--- config.mk ---
export PLATFORM = sky130hd
export DESIGN_NAME = max7219_frame_scheduler_flat
export DESIGN_NICKNAME = d
export VERILOG_FILES = /design/src/rtl/max7219_frame_scheduler_pkg.sv /design/src/rtl/max7219_frame_scheduler_if.sv /design/src/rtl/max7219_frame_scheduler_spi_pkt_issuer.sv /design/src/rtl/max7219_frame_scheduler.sv /design/src/flat_wrapper.sv
export SDC_FILE = /design/constraint.sdc
export NUM_CORES = 1
export LEC_CHECK = 0
export ABC_AREA = 1
export CAP_MARGIN = 10
export CORE_ASPECT_RATIO = 1.5
export CORE_MARGIN = 1
export CORE_UTILIZATION = 35
export DETAILED_ROUTE_END_ITERATION = 6
export MAX_ROUTING_LAYER = met4
export PLACE_DENSITY = 0.57
export SLEW_MARGIN = 20
export SYNTH_ARGS = -nofsm -noshare
export SYNTH_HDL_FRONTEND = slang
export SYNTH_SLANG_ARGS = --single-unit
--- constraint.sdc ---
create_clock -name clk -period 2.4 [get_ports clk]
set_input_delay 0.24 -clock clk [delete_from_list [all_inputs] [get_ports clk]]
set_output_delay 0.24 -clock clk [all_outputs]
set_load 0.05 [all_outputs]
--- src/rtl/max7219_frame_scheduler_pkg.sv ---
// Shared definitions for the MAX7219 frame scheduler.
//  - MAX7219 register addresses used by the scheduler
//  - power-up init word table (init_word)
//  - scheduler state encoding and packet-issuer state encoding
package max7219_pkg;

  localparam logic [7:0] REG_DIGIT0    = 8'h01;
  localparam logic [7:0] REG_DECODE    = 8'h09;
  localparam logic [7:0] REG_INTENSITY = 8'h0A;
  localparam logic [7:0] REG_SCANLIM   = 8'h0B;
  localparam logic [7:0] REG_SHUTDOWN  = 8'h0C;
  localparam logic [7:0] REG_TEST      = 8'h0F;

  localparam int INIT_LEN = 5;

  typedef enum logic [1:0] {
    S_INIT   = 2'd0,
    S_IDLE   = 2'd1,
    S_INTENS = 2'd2,
    S_FRAME  = 2'd3
  } sched_state_t;

  typedef enum logic [1:0] {
    P_IDLE  = 2'd0,
    P_ISSUE = 2'd1,
    P_WAIT  = 2'd2,
    P_GAP   = 2'd3
  } pkt_state_t;

  // Power-up sequence: display on, BCD decode on all digits, scan 6 digits,
  // reset intensity, display test off.
  function automatic logic [15:0] init_word(input logic [3:0] idx, input logic [3:0] inten);
    case (idx)
      4'd0:    init_word = {REG_SHUTDOWN, 8'h01};
      4'd1:    init_word = {REG_DECODE, 8'hFF};
      4'd2:    init_word = {REG_SCANLIM, 8'h05};
      4'd3:    init_word = {REG_INTENSITY, 4'h0, inten};
      default: init_word = {REG_TEST, 8'h00};
    endcase
  endfunction

endpackage

--- src/rtl/max7219_frame_scheduler_if.sv ---
// SPI_Master command interface between the scheduler (master) and the
// SPI_Master block (slave).
//  spi_word  : {addr, data} word to shift out
//  spi_cs_n  : low starts/holds a packet
//  spi_ready : SPI_Master idle and able to accept a packet
//  spi_sent  : SPI_Master finished shifting the current word
// Handshake: the master drops spi_cs_n only while spi_ready=1 and keeps
// spi_word stable for as long as spi_cs_n=0; spi_sent=1 ends the packet and
// the master raises spi_cs_n on the following edge.
interface max7219_frame_scheduler_if;
  logic [15:0] spi_word;
  logic        spi_cs_n;
  logic        spi_ready;
  logic        spi_sent;

  modport master (output spi_word, output spi_cs_n, input spi_ready, input spi_sent);
  modport slave  (input spi_word, input spi_cs_n, output spi_ready, output spi_sent);
endinterface

--- src/rtl/max7219_frame_scheduler_spi_pkt_issuer.sv ---
// Single-packet issuer: ISSUE -> WAIT_SENT -> GAP.
//  clk, rst_n : clock, async active-low reset
//  req, word  : one-cycle request with the word to send (accepted in P_IDLE)
//  done       : one-cycle pulse when the trailing gap has elapsed
//  aborted    : valid with done; the packet ended by timeout
//  timeout    : one-cycle pulse at the moment a packet is abandoned
//  pkt_state  : current packet state (debug)
//  spi        : SPI_Master command interface
module spi_pkt_issuer
  import max7219_pkg::*;
#(
  parameter int GAP_CYCLES     = 4,
  parameter int TIMEOUT_CYCLES = 255
) (
  input  logic        clk,
  input  logic        rst_n,
  input  logic        req,
  input  logic [15:0] word,
  output logic        done,
  output logic        aborted,
  output logic        timeout,
  output pkt_state_t  pkt_state,
  max7219_frame_scheduler_if.master spi
);

  localparam int TW = $clog2(TIMEOUT_CYCLES + 1);
  localparam int GW = $clog2(GAP_CYCLES + 1);

  logic [TW-1:0] tmo_cnt;
  logic [GW-1:0] gap_cnt;
  logic [15:0]   word_q;
  logic          abort_q;

  always_ff @(posedge clk or negedge rst_n) begin
    if (!rst_n) begin
      pkt_state    <= P_IDLE;
      spi.spi_cs_n <= 1'b1;
      spi.spi_word <= '0;
      tmo_cnt      <= '0;
      gap_cnt      <= '0;
      word_q       <= '0;
      abort_q      <= 1'b0;
      done         <= 1'b0;
      aborted      <= 1'b0;
      timeout      <= 1'b0;
    end else begin
      done    <= 1'b0;
      aborted <= 1'b0;
      timeout <= 1'b0;
      case (pkt_state)
        P_IDLE: begin
          if (req) begin
            word_q    <= word;
            pkt_state <= P_ISSUE;
          end
        end
        P_ISSUE: begin
          if (spi.spi_ready) begin
            spi.spi_word <= word_q;
            spi.spi_cs_n <= 1'b0;
            tmo_cnt      <= '0;
            abort_q      <= 1'b0;
            pkt_state    <= P_WAIT;
          end
        end
        P_WAIT: begin
          // tmo_cnt holds the number of edges already spent with cs_n low,
          // so cs_n rises exactly TIMEOUT_CYCLES cycles after it fell.
          if (spi.spi_sent) begin
            spi.spi_cs_n <= 1'b1;
            gap_cnt      <= '0;
            pkt_state    <= P_GAP;
          end else if (tmo_cnt == TW'(TIMEOUT_CYCLES - 1)) begin
            spi.spi_cs_n <= 1'b1;
            timeout      <= 1'b1;
            abort_q      <= 1'b1;
            gap_cnt      <= '0;
            pkt_state    <= P_GAP;
          end else begin
            tmo_cnt <= tmo_cnt + TW'(1);
          end
        end
        P_GAP: begin
          if (gap_cnt == GW'(GAP_CYCLES - 1)) begin
            done      <= 1'b1;
            aborted   <= abort_q;
            pkt_state <= P_IDLE;
          end else begin
            gap_cnt <= gap_cnt + GW'(1);
          end
        end
        default: pkt_state <= P_IDLE;
      endcase
    end
  end

endmodule

--- src/rtl/max7219_frame_scheduler.sv ---
// MAX7219 frame scheduler: arbitrates the SPI_Master between the power-up
// init list, pending intensity writes and digit frames.
//  clk, rst_n     : clock, async active-low reset
//  tick           : frame request strobe
//  disp_ena       : frames allowed when 1
//  digits,dp_mask : BCD digits and decimal points, snapshotted at frame start
//  intensity(_wr) : brightness value and its write strobe
//  spi            : SPI_Master command interface (master side)
//  init_done      : init list completed
//  busy           : packet/frame in progress or work pending
//  overrun_cnt    : saturating count of dropped ticks
//  timeout_err    : sticky packet timeout flag
//  state_dbg, pkt_state_dbg : scheduler and packet states (debug)
module max7219_frame_scheduler
  import max7219_pkg::*;
#(
  parameter int         NUM_DIGITS     = 6,
  parameter int         GAP_CYCLES     = 4,
  parameter int         TIMEOUT_CYCLES = 255,
  parameter logic [3:0] INTENSITY_RST  = 4'h8
) (
  input  logic                    clk,
  input  logic                    rst_n,
  input  logic                    tick,
  input  logic                    disp_ena,
  input  logic [4*NUM_DIGITS-1:0] digits,
  input  logic [NUM_DIGITS-1:0]   dp_mask,
  input  logic [3:0]              intensity,
  input  logic                    intensity_wr,
  max7219_frame_scheduler_if.master spi,
  output logic                    init_done,
  output logic                    busy,
  output logic [7:0]              overrun_cnt,
  output logic                    timeout_err,
  output sched_state_t            state_dbg,
  output pkt_state_t              pkt_state_dbg
);

  sched_state_t            state;
  logic [3:0]              idx;
  logic                    pkt_active;
  logic                    pkt_req;
  logic [15:0]             pkt_req_word;
  logic                    pkt_done;
  logic                    pkt_aborted;
  logic                    pkt_timeout;
  logic                    frame_pend;
  logic                    int_pend;
  logic [3:0]              int_val;
  logic [4*NUM_DIGITS-1:0] snap_digits;
  logic [NUM_DIGITS-1:0]   snap_dp;

  logic        frame_trig;
  logic        idle_free;
  logic        take_pend;
  logic        take_tick;
  logic [3:0]  cur_digit;
  logic        cur_dp;
  logic [15:0] next_word;

  assign state_dbg  = state;
  assign frame_trig = tick & disp_ena & init_done;
  assign idle_free  = (state == S_IDLE) && !int_pend;
  // A queued frame is taken first; a fresh tick only starts a frame directly
  // when nothing else is queued or arriving, so a same-cycle intensity write wins.
  assign take_pend  = idle_free && frame_pend && disp_ena;
  assign take_tick  = idle_free && !frame_pend && frame_trig && !intensity_wr;

  always_comb begin
    cur_digit = '0;
    cur_dp    = 1'b0;
    for (int i = 0; i < NUM_DIGITS; i++) begin
      if (idx == 4'(i)) begin
        cur_digit = snap_digits[4*i +: 4];
        cur_dp    = snap_dp[i];
      end
    end
    next_word = '0;
    case (state)
      S_INIT:  next_word = init_word(idx, INTENSITY_RST);
      S_FRAME: next_word = {REG_DIGIT0 + {4'h0, idx}, cur_dp, 3'b000, cur_digit};
      default: next_word = {REG_INTENSITY, 4'h0, int_val};
    endcase
  end

  spi_pkt_issuer #(
    .GAP_CYCLES    (GAP_CYCLES),
    .TIMEOUT_CYCLES(TIMEOUT_CYCLES)
  ) u_issuer (
    .clk      (clk),
    .rst_n    (rst_n),
    .req      (pkt_req),
    .word     (pkt_req_word),
    .done     (pkt_done),
    .aborted  (pkt_aborted),
    .timeout  (pkt_timeout),
    .pkt_state(pkt_state_dbg),
    .spi      (spi)
  );

  always_ff @(posedge clk or negedge rst_n) begin
    if (!rst_n) begin
      state        <= S_INIT;
      idx          <= '0;
      pkt_active   <= 1'b0;
      pkt_req      <= 1'b0;
      pkt_req_word <= '0;
      frame_pend   <= 1'b0;
      int_pend     <= 1'b0;
      int_val      <= '0;
      snap_digits  <= '0;
      snap_dp      <= '0;
      init_done    <= 1'b0;
      busy         <= 1'b0;
      overrun_cnt  <= '0;
      timeout_err  <= 1'b0;
    end else begin
      pkt_req <= 1'b0;
      busy    <= (state != S_IDLE) || int_pend || frame_pend;
      if (pkt_timeout) timeout_err <= 1'b1;
      if (pkt_done) pkt_active <= 1'b0;

      case (state)
        S_INIT: begin
          if (!pkt_active) begin
            pkt_req      <= 1'b1;
            pkt_req_word <= next_word;
            pkt_active   <= 1'b1;
          end else if (pkt_done) begin
            if (pkt_aborted) begin
              idx <= '0;
            end else if (idx == 4'(INIT_LEN - 1)) begin
              idx       <= '0;
              init_done <= 1'b1;
              state     <= S_IDLE;
            end else begin
              idx <= idx + 4'd1;
            end
          end
        end
        S_IDLE: begin
          if (int_pend) begin
            pkt_req      <= 1'b1;
            pkt_req_word <= {REG_INTENSITY, 4'h0, int_val};
            pkt_active   <= 1'b1;
            int_pend     <= 1'b0;
            state        <= S_INTENS;
          end else if (take_pend || take_tick) begin
            snap_digits <= digits;
            snap_dp     <= dp_mask;
            idx         <= '0;
            state       <= S_FRAME;
          end
        end
        S_INTENS: begin
          if (pkt_done) state <= S_IDLE;
        end
        S_FRAME: begin
          if (!pkt_active) begin
            pkt_req      <= 1'b1;
            pkt_req_word <= next_word;
            pkt_active   <= 1'b1;
          end else if (pkt_done) begin
            if (pkt_aborted || idx == 4'(NUM_DIGITS - 1)) begin
              idx   <= '0;
              state <= S_IDLE;
            end else begin
              idx <= idx + 4'd1;
            end
          end
        end
        default: state <= S_INIT;
      endcase

      // Written after the IDLE branch so a write in the consuming cycle re-arms.
      if (intensity_wr) begin
        int_pend <= 1'b1;
        int_val  <= intensity;
      end

      // One-deep frame queue; a tick that finds it still full is dropped.
      if (frame_trig && !take_tick) begin
        if (frame_pend && !take_pend) begin
          if (overrun_cnt != 8'hFF) overrun_cnt <= overrun_cnt + 8'd1;
        end else begin
          frame_pend <= 1'b1;
        end
      end else if (take_pend) begin
        frame_pend <= 1'b0;
      end
      if (!disp_ena) frame_pend <= 1'b0;
    end
  end

endmodule

--- src/flat_wrapper.sv ---
// flat-port wrapper written by rule: the top's interface ports become plain ports
module max7219_frame_scheduler_flat import max7219_pkg::*;
#(
  parameter int         NUM_DIGITS     = 6,
  parameter int         GAP_CYCLES     = 4,
  parameter int         TIMEOUT_CYCLES = 255,
  parameter logic [3:0] INTENSITY_RST  = 4'h8
)
  (clk, rst_n, tick, disp_ena, digits, dp_mask, intensity, intensity_wr, init_done, busy, overrun_cnt, timeout_err, state_dbg, pkt_state_dbg, spi_spi_word, spi_spi_cs_n, spi_spi_ready, spi_spi_sent);
  max7219_frame_scheduler_if spi_i ();
  input  logic clk;
  input  logic rst_n;
  input  logic tick;
  input  logic disp_ena;
  input  logic [4*NUM_DIGITS-1:0] digits;
  input  logic [NUM_DIGITS-1:0] dp_mask;
  input  logic [3:0] intensity;
  input  logic intensity_wr;
  output logic init_done;
  output logic busy;
  output logic [7:0] overrun_cnt;
  output logic timeout_err;
  output sched_state_t state_dbg;
  output pkt_state_t pkt_state_dbg;
  output wire logic [$bits(spi_i.spi_word)-1:0] spi_spi_word;
  output wire logic [$bits(spi_i.spi_cs_n)-1:0] spi_spi_cs_n;
  input wire logic [$bits(spi_i.spi_ready)-1:0] spi_spi_ready;
  input wire logic [$bits(spi_i.spi_sent)-1:0] spi_spi_sent;
  assign spi_spi_word = spi_i.spi_word;
  assign spi_spi_cs_n = spi_i.spi_cs_n;
  assign spi_i.spi_ready = spi_spi_ready;
  assign spi_i.spi_sent = spi_spi_sent;
  max7219_frame_scheduler #(.NUM_DIGITS(NUM_DIGITS), .GAP_CYCLES(GAP_CYCLES), .TIMEOUT_CYCLES(TIMEOUT_CYCLES), .INTENSITY_RST(INTENSITY_RST)) u_core (.clk(clk), .rst_n(rst_n), .tick(tick), .disp_ena(disp_ena), .digits(digits), .dp_mask(dp_mask), .intensity(intensity), .intensity_wr(intensity_wr), .spi(spi_i), .init_done(init_done), .busy(busy), .overrun_cnt(overrun_cnt), .timeout_err(timeout_err), .state_dbg(state_dbg), .pkt_state_dbg(pkt_state_dbg));
endmodule
# Word-level counts from Yosys, hierarchy flattened

Index checks and enable logic that the tools add are counted.

Reductions and logical operators: 40
Mux-type cells: 78
Equality and inequality tests: 38
$add $sub $neg: 5
Bitwise gates (word level): 4

Operators by type and width:

| kind                                           | count |
|---|---|
| two-way mux 4 bit                              | 15 |
| two-way mux 16 bit                             | 3 |
| one-hot mux 11 bit (4 select lines)            | 1 |
| one-hot mux 16 bit (2 select lines)            | 1 |
| two-way mux 2 bit                              | 15 |
| two-way mux 1 bit                              | 28 |
| != test 2 bit (second input constant)          | 13 |
| two-way mux 8 bit                              | 3 |
| adder 8 x 1 -> 8 bit (second input constant)   | 2 |
| one-hot mux 2 bit (4 select lines)             | 2 |
| one-hot mux 8 bit (2 select lines)             | 1 |
| AND reduction 3 bit                            | 5 |
| != test 2 x 1 -> 1 bit (second input constant) | 7 |
| one-hot mux 4 bit (3 select lines)             | 1 |
| AND reduction 4 bit                            | 3 |
| two-way mux 3 bit                              | 3 |
| AND reduction 9 bit                            | 1 |
| == test 2 bit (second input constant)          | 4 |
| == test 4 x 2 -> 1 bit (second input constant) | 2 |
| == test 4 x 3 -> 1 bit (second input constant) | 2 |
| == test 8 bit (second input constant)          | 1 |
| logical AND 1 bit                              | 8 |
| != test 8 bit (second input constant)          | 1 |
| one-hot mux 1 bit (2 select lines)             | 4 |
| other kinds (22)                               | 39 |

Flip-flop bits (word level): 121
Word-level logic and storage cells: 189
Output and inout port bits: 32

# Depth between registers and ports, before layout

Depth in word-level cells: 10
Gate-level depth with buffers: 13
Mapped depth without buffers: 13

# Modules after synthesis

Synthesis repeated with hierarchy kept, for this count alone.

Cell total of the unflattened synthesis: 608
Area total of the unflattened synthesis: 5649.2 µm²

By module, submodules not included:

| module                  | sequential area each (µm²) | area an instance (µm²) | instances | cells an instance |
|---|---|---|---|---|
| max7219_frame_scheduler | 1651.6                     | 3337.0                 | 1         | 389 |
| spi_pkt_issuer          | 1252.5                     | 2312.2                 | 1         | 219 |

# Least setup slack after synthesis

Ideal clock, no wire load.

Path kind: register to register
Start: register u_core.state[0] (netlist: u_core.state_dbg[0])
End: register u_core.pkt_req_word[10]
Data arrival time: 1.989 ns
Path slack: 0.334 ns
Data required time: 2.324 ns
Cell stages (with the launch flop): 10
Path buffers: 1
Clock period less this slack: 2.066 ns
Path through: dfrtp_1 -> inv_1 -> ha_1 -> buf_2 -> nor2_1 -> nor3_4 -> nand2_2 -> a21oi_1 -> o21ai_0 -> o21ai_1

Cells in the longest elaborated chain, start to end: 4
Elaborated cells between the ends (all ways): 11

RTL lines:

| element                                                                           | line                                                           | source |
|---|---|---|
| start, declared                                                                   | max7219_frame_scheduler.sv:39                                  | `sched_state_t state;` |
| start signal, assigned                                                            | max7219_frame_scheduler.sv:103                                 | `state <= S_INIT;` |
| start signal, assigned                                                            | max7219_frame_scheduler.sv:135                                 | `state <= S_IDLE;` |
| start signal, assigned                                                            | max7219_frame_scheduler.sv:147                                 | `state <= S_INTENS;` |
| == test 2 bit / logical NOT 2 bit (equally long branches)                         | max7219_frame_scheduler.sv:79, max7219_frame_scheduler.sv:123  |  |
| two-way mux 16 bit / OR reduction 2 bit (equally long branches)                   | --                                                             |  |
| two-way mux 16 bit (tied with other cells)                                        | max7219_frame_scheduler.sv:125, max7219_frame_scheduler.sv:159 |  |
| one-hot mux 16 bit (2 select lines) / AND reduction 3 bit (equally long branches) | --                                                             |  |
| end signal, assigned                                                              | max7219_frame_scheduler.sv:127                                 | `pkt_req_word <= next_word;` |
| end signal, assigned                                                              | max7219_frame_scheduler.sv:144                                 | `pkt_req_word <= {REG_INTENSITY, 4'h0, int_val};` |
| end signal, assigned                                                              | max7219_frame_scheduler.sv:161                                 | `pkt_req_word <= next_word;` |
| end, declared                                                                     | max7219_frame_scheduler.sv:43                                  | `logic [15:0] pkt_req_word;` |

Parallel ways exist; a longest one is shown, timed or not. The select of a mux whose other input is x is not followed.
A chain may end at the register's enable or synchronous reset.

# Worst setup path after layout

Start: register u_core.state[1] (netlist: u_core.state_dbg[1])
End: register u_core.snap_digits[17]

Cells in the longest elaborated chain, start to end: 7
Elaborated cells between the ends (all ways): 9

RTL lines:

| element                                | line                                                          | source |
|---|---|---|
| == test 2 x 1 -> 1 bit *               | max7219_frame_scheduler.sv:63, max7219_frame_scheduler.sv:123 |  |
| logical AND 1 bit                      | max7219_frame_scheduler.sv:63                                 | `assign idle_free = (state == S_IDLE) && !int_pend;` |
| logical AND 1 bit (3 in series)        | max7219_frame_scheduler.sv:67                                 | `assign take_tick = idle_free && !frame_pend && frame_trig && !intensity_wr;` |
| logical OR 1 bit                       | max7219_frame_scheduler.sv:148                                | `end else if (take_pend \|\| take_tick) begin` |
| AND reduction 3 bit (no source line) * | --                                                            |  |
| end signal, assigned                   | max7219_frame_scheduler.sv:149                                | `snap_digits <= digits;` |
| end, declared                          | max7219_frame_scheduler.sv:50                                 | `logic [4*NUM_DIGITS-1:0] snap_digits;` |

Every way passes the cells marked *; elsewhere a longest branch is shown, timed or not.

==> results.txt <==
CP Max Fanout -> 44
Finished Cell Area -> 0.00640 sq mm
Cell variety after synth -> 41
Avg Cell Area, Syn -> 8.56 sq um
Min-delay worst type -> in -> reg
Die area -> 0.0153 sq mm
Worst path cell trace -> inv_1, ha_1, inv_2, nor2_8, nand2_4, nor2_8, a21boi_4, inv_2, buf_4, nand2_1, o21ai_1
Initial Util -> 35.8%
Die width -> 101 microns
Worst path max stage delay -> 470 ps
# clock sinks -> 106
Critical path buffers and inverters -> 4
Initial antenna violation count -> 0
Core area -> 0.0145 sq mm
Logic pwr share -> 45.9%
Sw Share -> 42.8%
Post-detail-place hpwl -> 8680 microns
Overall Global Routing Usage -> 16.9%
WP data required -> 2620 ps
Register area -> 0.00265 sq mm
Area Growth Syn to Fin -> 23.7%
Row count -> 54
Post-CTS resize count -> 0
Antenna cell count -> 0
CTS root buf -> clkbuf_16
Most frequent cells in the layout -> nand2_1, dfrtp_1, inv_1
First-pass GRT wire length -> 19300 microns
Unrepaired setup endpoints after global routing -> false
Slew headroom -> 58.5%
Switching power -> 3.27 mW
Yosys reg bits -> 106
Drc violations -> 0
Synth Cell Area -> 0.00517 sq mm
Port Buffer Count -> 69
Vias in the first global route -> 4113
Initial drt markers -> 144
Via Count -> 4099
Main area contributors after synthesis -> dfrtp_1, nand2_1, inv_1, ha_1, nand3_1
Power, Total -> 7.64 mW
Fillers -> 1498
Clock Power Share -> 19.2%
Yosys warns -> 0
Final core occ -> 44.3%
Share of cells above drive strength 1 -> 8.49%
Commonest non-fill, non-tap cell in the layout -> nand2_1
VDD IR max -> 0.000463 V
Tmin final -> 2210 ps
Post-synth top area cell -> dfrtp_1
Fin. Hold Viols -> 0
Crit. End Element -> flip-flop
Flop2flop setup slack -> 190 ps
Area of the multi-input gates -> 0.00213 sq mm
Final Max Slew Viols -> 0
Crit-path slowest cell -> a21boi_4
CTS Buf Count -> 9
Post-synthesis sequential area ratio -> 51.3%
Max Fclk -> 0.452 GHz
Cell family with most CP delay -> buffers and inverters
Setup TNS -> 0 ps
Crit path arrival time -> 2430 ps
P per Cell Area -> 1190 mW/mm^2
P_int -> 4.37 mW
Dpl cell area -> 0.00609 sq mm
CP Launch Type -> flip-flop
Critical path class -> reg -> reg
Post CTS Setup Buffer Count -> 0
Final setup vio count -> 0
Worst slew pin tran -> 622 ps
Drt wl/cell -> 13.3 microns
Leak -> 3.21 nW
Post-Synthesis Cells -> 604
Post-DRT Antenna Nets -> 0
CTS max path bufs -> 2
Final WL -> 11700 microns
Clk Latency, worst-skew pair -> 350 ps
Fin crit share -> 92.1%
Outcome -> finished, final reports clean
Number of max-cap violations -> 0
GR Overflow Total -> 0
Final Skew -> 9.20 ps
Detailed Routing Iterations Pass 1 -> 4
CTS HTree Levels -> 3
IO Count -> 73
CTS tree -> built
Gpl congestion -> 0.879
Post-synth top area share -> 50.8%
CTS clk-pin slew, worst paths -> 70 ps
Part of the power in registers -> 34.9%
Chip height -> 151 microns
Nets@finish -> 737
Largest net degree at the start of global routing -> 61
Vias per cell -> 4.66
cell usage after synthesis:
master,number
or2_2,1
clkbuf_1,4
o41ai_1,1
nand2_4,1
buf_2,6
nor3_1,6
conb_1,1
nor3_4,2
o31ai_1,3
nor2_8,2
xor2_1,11
o22ai_1,1
nand3_1,33
a21boi_1,1
o21ai_1,32
dfrtp_1,105
o21ai_0,23
buf_4,5
a21o_1,1
a22oi_1,2
a221oi_1,1
nand2_1,173
o211ai_1,1
nor2_1,34
a21boi_4,1
xnor2_1,2
ha_1,18
nand3b_1,1
mux2_2,9
inv_2,11
nand2_2,2
nand4_1,7
a21oi_1,20
dfstp_2,1
a31o_2,1
nor2_4,1
nand3_2,2
nor2_2,1
a31oi_1,3
inv_1,73
o21a_1,1
cell families (layout without fill, tap and decap cells):
family | Yosys count | in the layout | synth area share (%)
compound gates | 92 | 92 | 9.92
xor+xnor | 13 | 13 | 2.20
fa+ha+maj | 18 | 18 | 4.35
buf+inv | 99 | 176 | 7.69
flops | 106 | 106 | 51.3
mux | 9 | 9 | 1.96
other cells | 1 | 3 | 0.0725
simple gates | 266 | 266 | 22.5
per-layer routing:
metal	share of wire, %	GRT usage [%]	wire length, microns	up-vias
met5	0	-	0	-
met4	3.2	10.0	376	0
met3	2.3	1.75	264	23
met2	52	28.9	6090	81
met1	42	18.9	4920	1935
li1	-	-	-	2060
state kept, by name (all words and copies together) (netlist names), 2 cells and up:
| name | flops |
|---|---|
| u_core.idx | 4 |
| u_core.int_val | 4 |
| u_core.overrun_cnt | 8 |
| u_core.pkt_req_word | 11 |
| u_core.snap_digits | 24 |
| u_core.snap_dp | 6 |
| u_core.state_dbg | 2 |
| u_core.u_issuer.gap_cnt | 3 |
| u_core.u_issuer.pkt_state | 2 |
| u_core.u_issuer.spi.spi_word | 11 |
| u_core.u_issuer.tmo_cnt | 8 |
| u_core.u_issuer.word_q | 11 |
area by class of cell:
type / count / area share, %
Clock buffer: 13 / 4.38
Clock inverter: 3 / 0.332
Inverter: 84 / 4.93
Multi-Input combinational cell: 401 / 33.3
Sequential cell: 106 / 41.5
Tap cell: 196 / 3.83
Timing Repair Buffer: 76 / 11.8
worst register-to-register path: cells and delay by family, from the launching register on:
kind | cells | cell delay [ps]
compound gates | 2 | 530
fa+ha+maj | 1 | 260
buf+inv | 4 | 550
flops | 1 | 430
simple gates | 4 | 310
through the flow:
step / setup WS (ps) / std cells / hold WS, ps
2_1_floorplan: 334 / 606 / -55.6
3_3_place_gp: 313 / 862 / 295
3_5_place_dp: 214 / 862 / 305
4_1_cts: 176 / 879 / 415
5_1_grt: 42.0 / 879 / 435
6_report: 190 / 879 / 426
power by group through the flow:
stage	clock [mW]	sequential (mW)	combinational, mW
after detailed placement	0	2.70	3.51
after floorplan	0	3.10	2.04
after global placement	0	2.68	3.46
after global routing	1.58	2.73	3.94
after CTS	1.52	2.67	3.54
final	1.47	2.67	3.51
what timing repair did:
item | CTS | global route
endpoints found under the hold margin | 46 | 0
hold buffers | 1 | 0
endpoints found under the setup margin | 0 | 0
final timing paths:
path	startpoint	endpoint	cells past startpoint
worst max-delay path	u_core.state_dbg[1]$_DFFE_PN0P_	u_core.snap_digits[17]$_DFFE_PN0P_	11
worst min-delay path	dp_mask[0]	u_core.snap_dp[0]$_DFFE_PN0P_	3
worst max register to register	u_core.state_dbg[1]$_DFFE_PN0P_	u_core.snap_digits[17]$_DFFE_PN0P_	11
worst min register to register	u_core.u_issuer.timeout$_DFF_PN0_	u_core.timeout_err$_DFFE_PN0P_	1
max in group asynchronous	rst_n	u_core.u_issuer.spi.spi_cs_n$_DFFE_PN1P_	3
min in group asynchronous	rst_n	u_core.u_issuer.spi.spi_word[8]$_DFFE_PN0P_	2
Note: power is estimated with default switching activity, not from simulation.
